<file path="src/rtl/mem_pkg.sv">
// Shared types for the data-side memory responder: access modes, FSM states, lane widths.
package mem_pkg;

  localparam int unsigned BYTE_W = 8;
  localparam int unsigned HALF_W = 16;
  localparam int unsigned WORD_W = 32;

  typedef enum logic [1:0] {
    MEM_BYTE = 2'b00,
    MEM_HALF = 2'b01,
    MEM_WORD = 2'b10
  } mem_mode_t;

  typedef enum logic [1:0] {
    IDLE,
    LOAD,
    MERGE,
    DONE
  } mem_state_t;

endpackage

</file>
<file path="src/rtl/mem_lane_align.sv">
// Little-endian lane extract with sign/zero extension for loads, and lane merge for stores.
module mem_lane_align
  import mem_pkg::*;
(
  input  mem_mode_t         mode,
  input  logic [1:0]        off,
  input  logic              ld_unsigned,
  input  logic [WORD_W-1:0] word,
  input  logic [WORD_W-1:0] wdata,
  output logic [WORD_W-1:0] ld_data_c,
  output logic [WORD_W-1:0] st_word_c
);

  logic [4:0]        sh_b;
  logic [4:0]        sh_h;
  logic [BYTE_W-1:0] lane_b;
  logic [HALF_W-1:0] lane_h;

  assign sh_b   = {off, 3'b000};
  assign sh_h   = {off[1], 4'b0000};
  assign lane_b = BYTE_W'(word >> sh_b);
  assign lane_h = HALF_W'(word >> sh_h);

  always_comb begin
    ld_data_c = word;
    st_word_c = wdata;
    case (mode)
      MEM_BYTE: begin
        ld_data_c = ld_unsigned ? WORD_W'(lane_b)
                                : {{(WORD_W-BYTE_W){lane_b[BYTE_W-1]}}, lane_b};
        st_word_c = (word & ~(WORD_W'(8'hFF) << sh_b))
                  | (WORD_W'(wdata[BYTE_W-1:0]) << sh_b);
      end
      MEM_HALF: begin
        ld_data_c = ld_unsigned ? WORD_W'(lane_h)
                                : {{(WORD_W-HALF_W){lane_h[HALF_W-1]}}, lane_h};
        st_word_c = (word & ~(WORD_W'(16'hFFFF) << sh_h))
                  | (WORD_W'(wdata[HALF_W-1:0]) << sh_h);
      end
      default: begin
        ld_data_c = word;
        st_word_c = wdata;
      end
    endcase
  end

endmodule

</file>
<file path="src/rtl/mem_rmw_ctrl.sv">
// req/ready memory responder: sub-word loads and read-modify-write stores over a sync-read RAM.
// MEM_MISALIGN_TRAP_EN: misaligned accesses complete with err instead of being force-aligned.
module mem_rmw_ctrl
  import mem_pkg::*;
#(
  parameter int unsigned ADDR_W = 10
) (
  input  logic              clk,
  input  logic              reset,
  input  logic              req,
  input  logic              we,
  input  logic [1:0]        mem_mode,
  input  logic              ld_unsigned,
  input  logic [31:0]       addr,
  input  logic [31:0]       wdata,
  output logic              ready,
  output logic [31:0]       rdata,
  output logic              err,
  output logic [ADDR_W-1:0] ram_addr,
  output logic              ram_we,
  output logic [31:0]       ram_wdata,
  input  logic [31:0]       ram_rdata
);

  mem_state_t        state_q, state_d;
  logic [ADDR_W-1:0] idx_q, idx_d;
  logic [1:0]        off_q, off_d;
  logic              we_q, we_d;
  mem_mode_t         mode_q, mode_d;
  logic              uns_q, uns_d;
  logic [31:0]       wdata_q, wdata_d;
  logic [31:0]       old_q, old_d;
  logic [31:0]       rdata_q, rdata_d;

  mem_mode_t         mode_in;
  logic [1:0]        off_in;
  logic              trap_c;
  logic              ram_we_c;
  logic [31:0]       align_word;
  logic [31:0]       ld_data_c;
  logic [31:0]       st_word_c;
  logic              unused_addr;

  assign unused_addr = ^addr[31:ADDR_W+2];

  // Encoding 11 behaves as a word access.
  assign mode_in = (mem_mode == 2'b11) ? MEM_WORD : mem_mode_t'(mem_mode);

  // Offset cleared to the access size, so misaligned requests land on the containing lane.
  always_comb begin
    case (mode_in)
      MEM_BYTE: off_in = addr[1:0];
      MEM_HALF: off_in = {addr[1], 1'b0};
      default:  off_in = 2'b00;
    endcase
  end

`ifdef MEM_MISALIGN_TRAP_EN
  logic err_q, err_d;
  assign trap_c = (mode_in == MEM_HALF) ? addr[0] :
                  (mode_in == MEM_WORD) ? (addr[1:0] != 2'b00) : 1'b0;
  assign err    = err_q & (state_q == DONE);
`else
  assign trap_c = 1'b0;
  assign err    = 1'b0;
`endif

  // Same aligner serves load extraction (live RAM word) and store merge (captured old word).
  assign align_word = (state_q == MERGE) ? old_q : ram_rdata;

  mem_lane_align u_align (
    .mode        (mode_q),
    .off         (off_q),
    .ld_unsigned (uns_q),
    .word        (align_word),
    .wdata       (wdata_q),
    .ld_data_c   (ld_data_c),
    .st_word_c   (st_word_c)
  );

  always_comb begin
    state_d   = state_q;
    idx_d     = idx_q;
    off_d     = off_q;
    we_d      = we_q;
    mode_d    = mode_q;
    uns_d     = uns_q;
    wdata_d   = wdata_q;
    old_d     = old_q;
    rdata_d   = rdata_q;
`ifdef MEM_MISALIGN_TRAP_EN
    err_d     = err_q;
`endif
    ram_we_c  = 1'b0;
    ram_addr  = idx_q;
    ram_wdata = st_word_c;
    case (state_q)
      IDLE: begin
        ram_addr = addr[ADDR_W+1:2];
        if (req) begin
          idx_d   = addr[ADDR_W+1:2];
          off_d   = off_in;
          we_d    = we;
          mode_d  = mode_in;
          uns_d   = ld_unsigned;
          wdata_d = wdata;
`ifdef MEM_MISALIGN_TRAP_EN
          err_d   = trap_c;
`endif
          if (trap_c) begin
            state_d = DONE;
          end else if (we && (mode_in == MEM_WORD)) begin
            ram_we_c  = 1'b1;
            ram_wdata = wdata;
            state_d   = DONE;
          end else begin
            state_d = LOAD;
          end
        end
      end
      LOAD: begin
        if (we_q) begin
          old_d   = ram_rdata;
          state_d = MERGE;
        end else begin
          rdata_d = ld_data_c;
          state_d = DONE;
        end
      end
      MERGE: begin
        ram_we_c = 1'b1;
        state_d  = DONE;
      end
      DONE:    state_d = IDLE;
      default: state_d = IDLE;
    endcase
  end

  always_ff @(posedge clk or negedge reset) begin
    if (!reset) begin
      state_q <= IDLE;
      idx_q   <= '0;
      off_q   <= '0;
      we_q    <= 1'b0;
      mode_q  <= MEM_BYTE;
      uns_q   <= 1'b0;
      wdata_q <= '0;
      old_q   <= '0;
      rdata_q <= '0;
`ifdef MEM_MISALIGN_TRAP_EN
      err_q   <= 1'b0;
`endif
    end else begin
      state_q <= state_d;
      idx_q   <= idx_d;
      off_q   <= off_d;
      we_q    <= we_d;
      mode_q  <= mode_d;
      uns_q   <= uns_d;
      wdata_q <= wdata_d;
      old_q   <= old_d;
      rdata_q <= rdata_d;
`ifdef MEM_MISALIGN_TRAP_EN
      err_q   <= err_d;
`endif
    end
  end

  // Gated by reset so no write can escape while the controller is held in reset.
  assign ram_we = ram_we_c & reset;
  assign ready  = (state_q == DONE);
  assign rdata  = rdata_q;

endmodule

</file>
<file path="config.mk">
export PLATFORM = sky130hd
export DESIGN_NAME = mem_rmw_ctrl
export DESIGN_NICKNAME = d
export VERILOG_FILES = /design/src/rtl/mem_pkg.sv /design/src/rtl/mem_lane_align.sv /design/src/rtl/mem_rmw_ctrl.sv
export SDC_FILE = /design/constraint.sdc
export NUM_CORES = 1
export LEC_CHECK = 0
export CAP_MARGIN = 20
export CORE_ASPECT_RATIO = 1.25
export CORE_MARGIN = 4
export CORE_UTILIZATION = 25
export CTS_BUF_LIST = sky130_fd_sc_hd__clkbuf_16
export DETAILED_ROUTE_END_ITERATION = 10
export GPL_ROUTABILITY_DRIVEN = 0
export SYNTH_ARGS = -nofsm -noshare
export SYNTH_HDL_FRONTEND = slang
export SYNTH_HIERARCHICAL = 1
export SYNTH_SLANG_ARGS = --single-unit
</file>
<file path="constraint.sdc">
create_clock -name clk -period 3.08 [get_ports clk]
set_clock_uncertainty 0.1 [all_clocks]
set_input_delay 0.77 -clock clk [delete_from_list [all_inputs] [get_ports clk]]
set_output_delay 0.77 -clock clk [all_outputs]
set_load 0.1 [all_outputs]
</file>
==> metrics.md <==
| Metric | Value |
|---|---|
| Status | `complete, but fails checks` |
| Failing checks | `setup timing` |
| EDFF count, synth | `0` |
| Cells after DPL | `1089` |
| Final hold violations | `0` |
| Largest net degree at the start of global routing | `around 120` |
| Die H | `around 190 um` |
| R2R depth | `10` |
| Number of global-route vias before repair | `around 5700` |
| First-pass GRT wire length | `35400 um` |
| Gate Count Post-Synth | `between 500 and 600` |
| Tot GR Track Use | `about 16%` |
| Post-synthesis async set-or-reset flop share | `100%` |
| Htree depth | `4` |
| CTS buffer count | `17` |
| Area of the mapped netlist | `slightly below 7000 um^2` |
| Endpoints failing setup | `32` |
| Final setup margin | `-317 ps` |
| Final Max Slew Viols | `0` |
| RSZ-0062 raised after global routing | `yes` |
| Initial Utilization | `~25%` |
| Vias | `5500` |
| Die area | `29800 um^2` |
| Top Ports | `180` |
| DRC Markers | `0` |
| CTS root buf | `clkbuf_16` |
| Post-DR vias/cell | `around 4.8` |
| Layout Cells excl Fill | `approximately 1100` |
| Number of synthesis warnings | `6` |
| Ys flop type | `dfrtp_1` |
| Post-DR wirelength/cell | `20.8 um` |
| Worst hold slack | `between 300 and 400 ps` |
| Max Cap Violations | `0` |
| Antenna diodes | `0` |
| Number of synthesized register bits | `between 100 and 150` |
| Yosys cell types | `43` |
| Post-DP HPWL | `17400 um` |
| # rows | `67` |
| Worst Path Required | `2210 ps` |
| CP endpoint kind | `output port` |
| Maximum clock frequency | `between 200 and 300 MHz` |
| WP data arrival | `approximately 2500 ps` |
| Initial DRC count | `~350` |
| Final wirelength | `approximately 24000 um` |
| Tcrit/Tclk final | `110%` |
| Worst Path Max Fanout | `5` |
| Min-Delay Path Class | `input port to asynchronous set/reset pin` |
| CTS sink count | `about 110` |
| Fin util | `between 30% and 40%` |
| Dpl ws | `-288 ps` |
| Clk slew on worst S/H paths | `~60 ps` |
| First-pass DRT Iterations | `4` |
| Synthesized area per cell | `11.9 um^2` |
| Nets | `between 800 and 900` |
| Slew HR | `approximately 40%` |
| Setup CP Type | `register to output port` |
| Synthesis-to-finish area growth | `53.7%` |
| Least-Margin Pin Slew | `just under 900 ps` |
| Grt total ovfl | `0` |
| Initial antenna violation count | `0` |
| CTS tree | `yes` |
| Sequential-to-total area share from yosys stat | `a little over two fifths` |
| Share of cells above drive strength 1 | `between 50% and 60%` |
| DRT antenna net count | `0` |
| Maximum buffer depth of the clock tree | `2` |
| Synth Net Count | `675` |
| CP Launch Type | `register` |
| Port Buffers | `approximately 160` |
| Period minus WS final | `about 3400 ps` |
| Core area | `about 27000 um^2` |
| Worst skew pair latency | `about 420 ps` |
| Die Width | `155 um` |
==> placed cells by master, fill, tap and decap left out, drive strengths merged, types with 8 or more instances in the layout <==
master,instances
clkinv,8
clkbuf,17
and3,11
a21oi,44
a221o,30
nand2b,14
nor2,11
dfrtp,114
mux2,195
buf,161
inv,8
nand3,9
and2,8
clkdlybuf4s50,81
==> flip-flops by register name, summed over array words and instances (netlist names) <==
signal and cells:
off_q 2, we_q 1, state_q 2, old_q 32, mode_q 2, idx_q 10
rdata 32, wdata_q 32, uns_q 1
==> Yosys cell counts (all sizes together) (2+ instances only) <==
master    n  share of area [%]
o22a      7               0.91
and2      8               0.74
dfrtp   114                 42
a31oi     2               0.18
a22o      7               0.91
mux2    195                 32
buf      34                2.9
ha        4               0.74
inv       6               0.33
or2       3               0.28
nand2b   14                1.3
mux2i     7                1.0
clkbuf   15               0.83
nor2b     7               0.65
a211o     7               0.91
nand3b    7               0.78
a211oi    4               0.44
a21oi    44                3.3
and3     11                1.0
a221o    30                4.4
nor2     11               0.61
nor3b     2               0.22
nand3     9               0.67
nand2     7               0.39
==> per-layer routing <==
layer / global-route usage, % / up-vias / wire length, um
met5: 0 / - / 0
met1: 18.9 / 2735 / 9410
li1: - / 2544 / -
met4: 5.02 / 0 / 529
met3: 3.97 / 34 / 1500
met2: 27.7 / 187 / 12100
==> final timing paths <==
check	to	slack [ps]	startpoint
worst min-delay path	idx_q[3]$_DFFE_PN0P_	320	reset
min in group clk	rdata[5]$_DFFE_PN0P_	390	rdata[5]$_DFFE_PN0P_
worst min register to register	rdata[5]$_DFFE_PN0P_	390	rdata[5]$_DFFE_PN0P_
max in group asynchronous	mode_q[1]$_DFFE_PN0P_	1970	reset
worst max register to register	rdata[13]$_DFFE_PN0P_	70	state_q[0]$_DFFE_PN0P_
worst max-delay path	ram_wdata[11]	-320	state_q[0]$_DFFE_PN0P_
==> critical path, stage by stage, from the launching register on <==
cell and delay (ps):
dfrtp_1 390, inv_2 80, ha_4 190, buf_8 140, buf_6 130, mux2_4 330
nand2b_1 80, a211oi_1 60, a221o_1 260, mux2_4 280, buf_12 170
==> area by class of cell <==
cell class | count | area [um^2]
Fill cell | 2601 | 16300
Multi-Input combinational cell | 399 | 3890
Sequential cell | 114 | 2850
Timing Repair Buffer | 242 | 2670
Tap cell | 345 | 432
Clock buffer | 17 | 425
Clock inverter | 13 | 105
Inverter | 6 | 26.3
==> repair_timing <==
action,in CTS,in global routing
pin swaps,21,4
setup buffers,12,4
cloned,2,0
setup endpoints to repair,32,32
hold buffers,0,0
gates resized for setup,52,11
==> metrics by stage <==
step	instance area (um^2)	setup TNS [ps]
floorplan	6820	0
global placement	9500	-5630
detailed placement	9500	-5930
CTS	10400	-9070
global route	10400	-10050
finish	10400	-7960
==> cell families (layout without fill, tap and decap cells) <==
kind of cell	Yosys count	count (layout)	synth area share [%]
simple gates	84	84	7.38
flops	114	114	42.1
compound gates	107	107	11.8
mux	203	203	33.8
other cells	1	1	0.0554
fa+ha+maj	4	4	0.739
buf+inv	55	278	4.10
Power is left out: the tool's default activity adds up to more than one toggle a clock period on the data nets, which glitch-free logic cannot reach.
